[src/rtl/router_pkg.sv]
// Shared defaults and header field helpers for the router register stage.
package router_pkg;

  localparam int unsigned DefW        = 8;
  localparam int unsigned DefAw       = 2;
  localparam int unsigned DefNumPorts = 3;
  localparam int unsigned DefCntW     = 8;

  // Helpers work on a zero-extended header so any W up to MaxW can use them.
  localparam int unsigned MaxW = 64;

  // Source of the next dout value.
  typedef enum logic [1:0] {
    DoutKeep,
    DoutHeader,
    DoutData,
    DoutHold
  } dout_sel_e;

  // Address field: header[aw-1:0].
  function automatic logic [MaxW-1:0] hdr_addr(logic [MaxW-1:0] hdr, int unsigned aw);
    return hdr & ((MaxW'(1) << aw) - MaxW'(1));
  endfunction

  // Length field: header[W-1:aw] (upper bits are zero from the extension).
  function automatic logic [MaxW-1:0] hdr_len(logic [MaxW-1:0] hdr, int unsigned aw);
    return hdr >> aw;
  endfunction

  function automatic logic addr_valid(logic [MaxW-1:0] hdr, int unsigned aw,
                                      int unsigned num_ports);
    return hdr_addr(hdr, aw) < MaxW'(num_ports);
  endfunction

endpackage

[src/rtl/router_reg_param_if.sv]
// FSM/source/FIFO side signals of the router register stage.
interface router_reg_param_if
  import router_pkg::*;
#(
  parameter int unsigned W     = DefW,
  parameter int unsigned CNT_W = DefCntW
) ();

  logic             pkt_valid;
  logic [W-1:0]     data_in;
  logic             fifo_full;
  logic             detect_add;
  logic             lfd_state;
  logic             ld_state;
  logic             laf_state;
  logic             full_state;
  logic             rst_int_reg;
  logic [W-1:0]     dout;
  logic             parity_done;
  logic             low_packet_valid;
  logic             err;
  logic             len_err;
  logic [CNT_W-1:0] err_count;

  // Driven by the router FSM / source side.
  modport master (
    output pkt_valid, data_in, fifo_full, detect_add, lfd_state, ld_state, laf_state,
           full_state, rst_int_reg,
    input  dout, parity_done, low_packet_valid, err, len_err, err_count
  );

  // The register stage itself.
  modport slave (
    input  pkt_valid, data_in, fifo_full, detect_add, lfd_state, ld_state, laf_state,
           full_state, rst_int_reg,
    output dout, parity_done, low_packet_valid, err, len_err, err_count
  );

endinterface

[src/rtl/router_chk_acc.sv]
// Running parity / payload length accumulator and end-of-packet compare.
module router_chk_acc
  import router_pkg::*;
#(
  parameter int unsigned W  = DefW,
  parameter int unsigned AW = DefAw
) (
  input  logic         clk_i,
  input  logic         rst_ni,
  input  logic         clr_i,
  input  logic         lfd_i,
  input  logic         ld_i,
  input  logic         full_state_i,
  input  logic         pkt_valid_i,
  input  logic [W-1:0] data_i,
  input  logic [W-1:0] header_i,
  input  logic         chk_i,
  output logic         err_o,
  output logic         len_err_o,
  output logic         chk_fail_o
);

  localparam int unsigned LenW = W - AW;

  logic [W-1:0]    int_par_q;
  logic [W-1:0]    pkt_par_q;
  logic [LenW-1:0] beat_cnt_q;
  logic [LenW-1:0] len_field;
  logic            err_q;
  logic            len_err_q;
  logic            par_mis;
  logic            len_mis;

  assign len_field  = LenW'(hdr_len(MaxW'(header_i), AW));
  assign par_mis    = (int_par_q != pkt_par_q);
  assign len_mis    = (beat_cnt_q != len_field);
  assign chk_fail_o = chk_i & (par_mis | len_mis);
  assign err_o      = err_q;
  assign len_err_o  = len_err_q;

  // Accumulate parity over header + payload, count payload beats, latch parity beat.
  always_ff @(posedge clk_i or negedge rst_ni) begin
    if (!rst_ni) begin
      int_par_q  <= '0;
      beat_cnt_q <= '0;
      pkt_par_q  <= '0;
    end else begin
      if (clr_i) begin
        int_par_q  <= '0;
        beat_cnt_q <= '0;
      end else if (lfd_i) begin
        int_par_q <= int_par_q ^ header_i;
      end else if (ld_i && pkt_valid_i && !full_state_i) begin
        int_par_q <= int_par_q ^ data_i;
        if (beat_cnt_q != '1) begin
          beat_cnt_q <= beat_cnt_q + LenW'(1);
        end
      end
      if (ld_i && !pkt_valid_i) begin
        pkt_par_q <= data_i;
      end
    end
  end

  // Error flags: the compare strobe wins so a result is never lost to a clear.
  always_ff @(posedge clk_i or negedge rst_ni) begin
    if (!rst_ni) begin
      err_q     <= 1'b0;
      len_err_q <= 1'b0;
    end else if (chk_i) begin
      err_q     <= par_mis;
      len_err_q <= len_mis;
    end else if (clr_i) begin
      err_q     <= 1'b0;
      len_err_q <= 1'b0;
    end
  end

endmodule

[src/rtl/router_reg_param.sv]
// Router byte-register stage: header latch, full-FIFO hold, dout mux, error count.
module router_reg_param
  import router_pkg::*;
#(
  parameter int unsigned W         = DefW,
  parameter int unsigned AW        = DefAw,
  parameter int unsigned NUM_PORTS = DefNumPorts,
  parameter int unsigned CNT_W     = DefCntW
) (
  input logic              clock,
  input logic              resetn,
  router_reg_param_if.slave bus
);

  logic [W-1:0]     header_q;
  logic [W-1:0]     hold_q;
  logic [W-1:0]     dout_q;
  logic             parity_done_q;
  logic             parity_done_d1_q;
  logic             lpv_q;
  logic [CNT_W-1:0] err_count_q;
  dout_sel_e        dout_sel;
  logic             hdr_ok;
  logic             chk;
  logic             chk_fail;
  logic             err;
  logic             len_err;

  assign hdr_ok = bus.detect_add & bus.pkt_valid & addr_valid(MaxW'(bus.data_in), AW, NUM_PORTS);
  // Compare fires exactly once, the cycle after parity_done rises.
  assign chk    = parity_done_q & ~parity_done_d1_q;

  // dout source priority: header, then live data (unless the FIFO is full), then held beat.
  always_comb begin
    dout_sel = DoutKeep;
    if (bus.lfd_state) begin
      dout_sel = DoutHeader;
    end else if (bus.ld_state) begin
      dout_sel = bus.fifo_full ? DoutKeep : DoutData;
    end else if (bus.laf_state) begin
      dout_sel = DoutHold;
    end
  end

  // Header latch, stalled-beat hold register and output register.
  always_ff @(posedge clock or negedge resetn) begin
    if (!resetn) begin
      header_q <= '0;
      hold_q   <= '0;
      dout_q   <= '0;
    end else begin
      if (hdr_ok) begin
        header_q <= bus.data_in;
      end
      if (bus.ld_state && bus.fifo_full) begin
        hold_q <= bus.data_in;
      end
      case (dout_sel)
        DoutHeader: dout_q <= header_q;
        DoutData:   dout_q <= bus.data_in;
        DoutHold:   dout_q <= hold_q;
        default:    dout_q <= dout_q;
      endcase
    end
  end

  // Packet-end tracking: source finished, parity beat consumed, and its delayed copy.
  always_ff @(posedge clock or negedge resetn) begin
    if (!resetn) begin
      lpv_q            <= 1'b0;
      parity_done_q    <= 1'b0;
      parity_done_d1_q <= 1'b0;
    end else begin
      if (bus.rst_int_reg) begin
        lpv_q <= 1'b0;
      end else if (bus.ld_state && !bus.pkt_valid) begin
        lpv_q <= 1'b1;
      end
      if (bus.detect_add) begin
        parity_done_q <= 1'b0;
      end else if ((bus.ld_state && !bus.fifo_full && !bus.pkt_valid) ||
                   (bus.laf_state && lpv_q && !parity_done_q)) begin
        parity_done_q <= 1'b1;
      end
      parity_done_d1_q <= parity_done_q;
    end
  end

  // Saturating count of packets that failed parity or length.
  always_ff @(posedge clock or negedge resetn) begin
    if (!resetn) begin
      err_count_q <= '0;
    end else if (chk_fail && (err_count_q != '1)) begin
      err_count_q <= err_count_q + CNT_W'(1);
    end
  end

  router_chk_acc #(
    .W  (W),
    .AW (AW)
  ) u_chk_acc (
    .clk_i        (clock),
    .rst_ni       (resetn),
    .clr_i        (bus.detect_add),
    .lfd_i        (bus.lfd_state),
    .ld_i         (bus.ld_state),
    .full_state_i (bus.full_state),
    .pkt_valid_i  (bus.pkt_valid),
    .data_i       (bus.data_in),
    .header_i     (header_q),
    .chk_i        (chk),
    .err_o        (err),
    .len_err_o    (len_err),
    .chk_fail_o   (chk_fail)
  );

  assign bus.dout             = dout_q;
  assign bus.parity_done      = parity_done_q;
  assign bus.low_packet_valid = lpv_q;
  assign bus.err              = err;
  assign bus.len_err          = len_err;
  assign bus.err_count        = err_count_q;

endmodule
[src/flat_wrapper.sv]
// flat-port wrapper written by rule: the top's interface ports become plain ports
module router_reg_param_flat import router_pkg::*;
#(
  parameter int unsigned W         = DefW,
  parameter int unsigned AW        = DefAw,
  parameter int unsigned NUM_PORTS = DefNumPorts,
  parameter int unsigned CNT_W     = DefCntW
)
  (clock, resetn, bus_pkt_valid, bus_data_in, bus_fifo_full, bus_detect_add, bus_lfd_state, bus_ld_state, bus_laf_state, bus_full_state, bus_rst_int_reg, bus_dout, bus_parity_done, bus_low_packet_valid, bus_err, bus_len_err, bus_err_count);
  router_reg_param_if #(.W(W), .CNT_W(CNT_W)) bus_i ();
  input logic clock;
  input logic resetn;
  input wire logic [$bits(bus_i.pkt_valid)-1:0] bus_pkt_valid;
  input wire logic [$bits(bus_i.data_in)-1:0] bus_data_in;
  input wire logic [$bits(bus_i.fifo_full)-1:0] bus_fifo_full;
  input wire logic [$bits(bus_i.detect_add)-1:0] bus_detect_add;
  input wire logic [$bits(bus_i.lfd_state)-1:0] bus_lfd_state;
  input wire logic [$bits(bus_i.ld_state)-1:0] bus_ld_state;
  input wire logic [$bits(bus_i.laf_state)-1:0] bus_laf_state;
  input wire logic [$bits(bus_i.full_state)-1:0] bus_full_state;
  input wire logic [$bits(bus_i.rst_int_reg)-1:0] bus_rst_int_reg;
  output wire logic [$bits(bus_i.dout)-1:0] bus_dout;
  output wire logic [$bits(bus_i.parity_done)-1:0] bus_parity_done;
  output wire logic [$bits(bus_i.low_packet_valid)-1:0] bus_low_packet_valid;
  output wire logic [$bits(bus_i.err)-1:0] bus_err;
  output wire logic [$bits(bus_i.len_err)-1:0] bus_len_err;
  output wire logic [$bits(bus_i.err_count)-1:0] bus_err_count;
  assign bus_i.pkt_valid = bus_pkt_valid;
  assign bus_i.data_in = bus_data_in;
  assign bus_i.fifo_full = bus_fifo_full;
  assign bus_i.detect_add = bus_detect_add;
  assign bus_i.lfd_state = bus_lfd_state;
  assign bus_i.ld_state = bus_ld_state;
  assign bus_i.laf_state = bus_laf_state;
  assign bus_i.full_state = bus_full_state;
  assign bus_i.rst_int_reg = bus_rst_int_reg;
  assign bus_dout = bus_i.dout;
  assign bus_parity_done = bus_i.parity_done;
  assign bus_low_packet_valid = bus_i.low_packet_valid;
  assign bus_err = bus_i.err;
  assign bus_len_err = bus_i.len_err;
  assign bus_err_count = bus_i.err_count;
  router_reg_param #(.W(W), .AW(AW), .NUM_PORTS(NUM_PORTS), .CNT_W(CNT_W)) u_core (.clock(clock), .resetn(resetn), .bus(bus_i));
endmodule
[config.mk]
export PLATFORM = sky130hd
export DESIGN_NAME = router_reg_param_flat
export DESIGN_NICKNAME = d
export VERILOG_FILES = /design/src/rtl/router_pkg.sv /design/src/rtl/router_reg_param_if.sv /design/src/rtl/router_chk_acc.sv /design/src/rtl/router_reg_param.sv /design/src/flat_wrapper.sv
export SDC_FILE = /design/constraint.sdc
export NUM_CORES = 1
export LEC_CHECK = 0
export CAP_MARGIN = 40
export CELL_PAD_IN_SITES_DETAIL_PLACEMENT = 1
export CELL_PAD_IN_SITES_GLOBAL_PLACEMENT = 2
export CORE_MARGIN = 3
export CORE_UTILIZATION = 38
export CTS_CLUSTER_SIZE = 12
export DETAILED_ROUTE_END_ITERATION = 16
export PLACE_DENSITY = 0.86
export SYNTH_ARGS = -nofsm -noshare
export SYNTH_HDL_FRONTEND = slang
export SYNTH_SLANG_ARGS = --single-unit
export TNS_END_PERCENT = 20
[constraint.sdc]
create_clock -name clock -period 5.81 [get_ports clock]
set_input_delay 1.4525 -clock clock [delete_from_list [all_inputs] [get_ports clock]]
set_output_delay 1.4525 -clock clock [all_outputs]
set_load 0.02 [all_outputs]
==> results of run 1 <==
## Yosys cell counts, drive strengths merged (2+ instances only)
master | number | area [µm²]
o22a | 6 | 52.6
xor2 | 9 | 78.8
dfrtp | 59 | 1480
o21ai | 10 | 50.1
nand2 | 33 | 129
a31oi | 3 | 18.8
a21boi | 2 | 15.0
a21oi | 12 | 60.1
nor3b | 2 | 15.0
a22oi | 8 | 60.1
nor2b | 2 | 12.5
mux2 | 24 | 270
inv | 2 | 7.51
nand3b | 3 | 22.5
nand4 | 4 | 31.3
xnor2 | 22 | 200
nor3 | 2 | 10.0
clkbuf | 7 | 26.3
ha | 2 | 25.0
nand3 | 6 | 30.0
buf | 6 | 35.0
nand2b | 3 | 18.8
nor2 | 36 | 135
## registers in the layout (all words and copies together) (netlist names)
| name | count |
|---|---|
| u_core.u_chk_acc.pkt_par_q | 8 |
| u_core.bus.parity_done | 1 |
| u_core.bus.dout | 8 |
| u_core.u_chk_acc.len_err_o | 1 |
| u_core.u_chk_acc.beat_cnt_q | 6 |
| u_core.u_chk_acc.err_o | 1 |
| u_core.header_q | 8 |
| u_core.hold_q | 8 |
| u_core.u_chk_acc.int_par_q | 8 |
| u_core.parity_done_d1_q | 1 |
| u_core.bus.err_count | 8 |
| u_core.bus.low_packet_valid | 1 |
## cells by family after synthesis
| logic type | count (synthesis) | synth area share (%) |
|---|---|---|
| AND/OR/NAND/NOR | 96 | 15.6 |
| multiplexers | 24 | 9.51 |
| AO/OA/AOI/OAI | 44 | 9.82 |
| buffers and inverters | 15 | 2.42 |
| flip-flops | 59 | 52.0 |
| XOR/XNOR | 31 | 9.82 |
| adder cells (fa/ha/maj) | 2 | 0.881 |
## layout make-up
class	count	share of cell area, %
Clock buffer	13	4.27
Clock inverter	2	1.72
Inverter	2	0.215
Multi-Input combinational cell	197	37.1
Sequential cell	59	42.3
Tap cell	96	3.44
Timing Repair Buffer	39	10.9
## worst max-delay path, cell delays in order
cell and delay, ns:
clkdlybuf4s50_1 0.82, nand2_1 0.39, o21ai_1 0.25, nor2b_1 0.60, nand2_1 0.13, o21ai_1 0.11
## power groups by stage
stage               registers, W  logic, W  clock network (W)
finish                  0.000538  0.000277           0.000407
global route            0.000548  0.000303           0.000436
CTS                     0.000539  0.000282           0.000416
detailed placement      0.000547  0.000281                  0
global placement        0.000542  0.000272                  0
floorplan               0.000569  0.000127                  0
## path summary, 6_finish.rpt
kind / to / cells past startpoint
hold reg to reg: u_core.parity_done_d1_q$_DFF_PN0_ / 0
setup / recovery: u_core.bus.dout[5]$_DFFE_PN0P_ / 6
hold / removal: u_core.parity_done_d1_q$_DFF_PN0_ / 0
setup reg to reg: u_core.bus.err_count[7]$_DFFE_PN0P_ / 5
min in group asynchronous: u_core.bus.dout[3]$_DFFE_PN0P_ / 2
max in group asynchronous: u_core.bus.dout[2]$_DFFE_PN0P_ / 2
## through the flow
stage	util, %	power (W)	cells	worst slack (ns)	area, µm²
finish	49.7	0.00122	408	2.31	3490
global route	49.7	0.00129	408	2.10	3490
CTS	49.7	0.00124	408	2.32	3490
detailed placement	46.7	0.000828	393	1.96	3280
global placement	46.7	0.000814	393	2.07	3280
floorplan	-	0.000696	271	3.19	2840
## cells in the final DEF (no fill, tap or decap), types with 8 or more instances in the layout
| cell | instances |
|---|---|
| a21oi_1 | 12 |
| a22oi_1 | 8 |
| clkbuf_8 | 10 |
| clkdlybuf4s50_1 | 36 |
| dfrtp_1 | 59 |
| mux2_2 | 19 |
| nand2_1 | 31 |
| nor2_1 | 36 |
| o21ai_1 | 8 |
| xnor2_1 | 21 |
| xor2_1 | 9 |
## metal layers
layer	share of wire, %	GRT usage, %
met1	47	22.8
met3	2.9	3.01
met4	1.8	6.68
met2	48	28.1
met5	0	0
==> results.yml, run 1 <==
clock_network:
  clock-sinks: 59
  cts_buffers: 9
  htreeDepth: 3
  post_cts_buffers: 0
  insertion_delay_ns: 0.34
  cts_tree: "done"
  clock_path_buffers: 2
  clk_pin_slew_ns: 0.06
  hold_buffers: 0
  clock-root-buffer: "clkbuf_8"
  post_cts_resized: 0
die:
  start_util_pct: 40.5
  core_area_mm2: 0.00702
  dieHeight_um: 92.5
  num_rows: 30
  die_area_mm2: 0.00855
  pin_count: 38
  die_w_um: 92.5
pwr:
  p_switching_w: 0.000352
  combPwrFrac_pct: 22.6
  clkPwrFrac_pct: 33.3
  internal-power_w: 0.000870
  power_leakage_nw: 1.43
  power_frac_seq_pct: 44.1
  ir_drop_v: 0.000170
  switching_share_pct: 28.8
  p_per_area_mw_per_mm2: 350
run_status:
  status: "finished clean"
sta:
  slew_viol_final: 0
  setup_viol: 0
  fin_crit_sh_pct: 60.2
  min_period_ns: 3.50
  max_freq_ghz: 0.286
  rsz0062_at_grt: "no"
  slew_headroom_pct: 48.3
  clock_skew_ns: 0.00671
  worst_slew_pin_slew_ns: 0.775
  finalSetupTns_ns: 0
  hold-worst-slack_ns: 0.438
  hold_viol: 0
yosys:
  syn-cell-area_mm2: 0.00284
  async_flop_share_pct: 100
  yosysWarnings: 0
  synthCells: 271
  ys.flop_type: "dfrtp_1"
  seq_area_frac_synth_pct: 52.0
  synth_nets: 291
  ys_seq_elements: 59
  synth_edf_count: 0
  avgSynthCellArea_um2: 10.5
  ys_types: 38
drt:
  num_vias: 2091
  drtPass1Iterations: 4
  routed_wl_mm: 6.84
  ant_nets: 0
  wl_per_cell_um: 16.8
  first_iter_violations: 78
  viasPerCell: 5.13
  drc_errors: 0
layout:
  seq_area_mm2: 0.00148
  area_growth_pct: 22.8
  multi_input_area_mm2: 0.00130
  nets: 328
  fillers: 788
  antenna_cells: 0
  drive_gt1_share_pct: 12.2
global_routing:
  grt_max_degree: 60
  grt_antenna_before_repair: 0
  grtUsageTotal_pct: 17.2
  grt_pass1_vias: 2241
  grt_pass1_wl_mm: 11.4
  grt.overflow.total: 0
critical_path:
  endpoint_kind: "flip-flop"
  path_class: "input pin to flip-flop"
  r2r_start: "u_core.u_chk_acc.int_par_q[1]$_DFFE_PN0P_"
  startpoint: "bus_ld_state"
  cp-start-kind: "input pin"
  crit_fanout: 18
  required_ns: 6.07
  crit_arrival_ns: 3.75
  r2r_slack_ns: 3.70
min_path:
  holdCritStartpoint: "u_core.bus.parity_done$_DFFE_PN0P_"
  holdCritPathClass: "flip-flop to flip-flop"
job:
  maxCapViolations: 0
placed_design:
  gp_congestion: 0.730
  dp_hpwl_mm: 4.97
  port_buffers: 37
Note: power is estimated with default switching activity, not from simulation.
==> run 2: changes to the inputs <==
--- a/config.mk
+++ b/config.mk
@@ -9,10 +9,10 @@
 export CELL_PAD_IN_SITES_DETAIL_PLACEMENT = 1
 export CELL_PAD_IN_SITES_GLOBAL_PLACEMENT = 2
 export CORE_MARGIN = 3
-export CORE_UTILIZATION = 38
+export CORE_UTILIZATION = 35
 export CTS_CLUSTER_SIZE = 12
 export DETAILED_ROUTE_END_ITERATION = 16
-export PLACE_DENSITY = 0.86
+export PLACE_DENSITY = 0.81
 export SYNTH_ARGS = -nofsm -noshare
 export SYNTH_HDL_FRONTEND = slang
 export SYNTH_SLANG_ARGS = --single-unit
==> constraint.sdc (replaced) <==
create_clock -name clock -period 3.5 [get_ports clock]
set_input_delay 0.875 -clock clock [delete_from_list [all_inputs] [get_ports clock]]
set_output_delay 0.875 -clock clock [all_outputs]
set_load 0.02 [all_outputs]
==> run 2 against run 1 <==
Effect of this change: highest routed layer unchanged; via count up 0.96%; first-iteration DRC count up 1.3%; die area up 8.0%; hold slack better by 0.0077 ns; cell area up 0.79%; register-to-register slack worse by 2.3 ns; clock skew up 0.00099 ns; sequential share of layout area down 0.33 points.
==> results.yml, run 2 (synthesis gave the netlist of run 1 again) <==
critical_path:
  crit_fanout: 9
  r2r_start: "u_core.u_chk_acc.int_par_q[1]$_DFFE_PN0P_"
  worstReg2RegEnd: "u_core.bus.err_count[7]$_DFFE_PN0P_"
  crit_arrival_ns: 2.68
  cp-start-kind: "input pin"
  path_class: "input pin to flip-flop"
  reg2reg_depth: 5
  r2r_slack_ns: 1.41
  required_ns: 3.76
  endpoint_kind: "flip-flop"
layout:
  multi_input_area_mm2: 0.00130
  drive_gt1_share_pct: 14.2
  antenna_cells: 0
  area_growth_pct: 23.8
  fillers: 883
  final_cells: 420
  seq_area_mm2: 0.00148
  nets: 333
  final_common_cell: "dfrtp_1"
  mostFrequentLayoutCells: "dfrtp_1, nor2_1, clkdlybuf4s50_1, nand2_1, xnor2_1"
clock_network:
  htreeDepth: 3
  post_cts_resized: 0
  insertion_delay_ns: 0.34
  hold_buffers: 0
  cts_tree: "done"
  clock_path_buffers: 2
  cts_buffers: 9
  post_cts_buffers: 0
  clk_pin_slew_ns: 0.07
  clock-sinks: 59
  clock-root-buffer: "clkbuf_8"
sta:
  clock_skew_ns: 0.00770
  worst_slew_pin_slew_ns: 0.807
  slew_headroom_pct: 46.2
  fin_crit_sh_pct: 69.1
  min_period_ns: 2.42
  setup_viol: 0
  hold_viol: 0
  max_freq_ghz: 0.414
  finalSetupTns_ns: 0
  rsz0062_at_grt: "no"
  slew_viol_final: 0
  fin_ws_ns: 1.08
run_status:
  status: "finished clean"
drt:
  routed_wl_mm: 6.95
  drtPass1Iterations: 4
  num_vias: 2111
  viasPerCell: 5.03
  wl_per_cell_um: 16.5
  ant_nets: 0
  first_iter_violations: 79
  drc_errors: 0
min_path:
  hold_depth: 0
  holdCritPathClass: "flip-flop to flip-flop"
  min_to: "u_core.parity_done_d1_q$_DFF_PN0_"
  holdCritStartpoint: "u_core.bus.parity_done$_DFFE_PN0P_"
global_routing:
  grt.overflow.total: 0
  grt_pass1_vias: 2152
  grtUsageTotal_pct: 17.0
  grt_antenna_before_repair: 0
  grt_max_degree: 35
  grt_pass1_wl_mm: 11.5
job:
  maxCapViolations: 0
die:
  pin_count: 38
  start_util_pct: 36.4
  die_area_mm2: 0.00924
  core_area_mm2: 0.00781
  die_w_um: 96.1
  num_rows: 32
  dieHeight_um: 96.1
pwr:
  p_per_area_mw_per_mm2: 553
  ir_drop_v: 0.000182
  power_leakage_nw: 1.45
placed_design:
  gp_congestion: 0.807
  port_buffers: 37
  post-place-ws_ns: 0.722
  dp.cells: 404
  dp_hpwl_mm: 5.17
-- run 2: power by group --
| group | switching (W) | internal [W] |
|---|---|---|
| Clock | 0.000260 | 0.000334 |
| Sequential | 0.000103 | 0.000791 |
| Combinational | 0.000220 | 0.000237 |
| Total | 0.000583 | 0.00136 |
-- run 2: how the worst max path moves through the flow --
stage,startpoint,to,slack (ns),depth (start not counted)
floorplan,bus_fifo_full,u_core.bus.dout[0]$_DFFE_PN0P_,1.46,7
global placement,bus_fifo_full,u_core.bus.dout[7]$_DFFE_PN0P_,0.81,6
detailed placement,bus_fifo_full,u_core.bus.dout[1]$_DFFE_PN0P_,0.72,6
CTS,bus_fifo_full,u_core.bus.dout[1]$_DFFE_PN0P_,1.09,6
global route,bus_fifo_full,u_core.bus.dout[3]$_DFFE_PN0P_,0.89,6
finish,bus_fifo_full,u_core.bus.dout[1]$_DFFE_PN0P_,1.08,6
-- run 2: layout make-up --
| type | count | area share (%) |
|---|---|---|
| flip-flops and latches | 59 | 42.0 |
| multi-input cells | 197 | 36.9 |
| repair buffers | 44 | 11.9 |
| clock buffers | 15 | 5.30 |
| well taps | 102 | 3.63 |
| inverters | 2 | 0.213 |
| clock inverters | 1 | 0.142 |
-- run 2: per-stage QoR --
stage / power (W) / hold WS [ns] / utilization (%) / cell area, µm²
after floorplan: 0.00116 / 0.479 / - / 2840
after global placement: 0.00136 / 0.433 / 42.6 / 3330
after detailed placement: 0.00137 / 0.427 / 42.6 / 3330
after CTS: 0.00198 / 0.441 / 45.0 / 3520
after global routing: 0.00207 / 0.472 / 45.0 / 3520
final: 0.00195 / 0.445 / 45.0 / 3520
-- run 2: routing by layer --
metal	track usage, %	up-vias	wire, µm
li1	-	1011	-
met1	22.1	1068	3200
met2	27.5	23	3450
met3	4.69	9	204
met4	5.33	0	91
met5	0	-	0
-- run 2: worst max-delay path, stage by stage --
cell	delay [ns]
clkdlybuf4s50_1	0.67
nand2_1	0.32
o21ai_1	0.22
or2_0	0.33
a21oi_1	0.12
o21ai_1	0.14
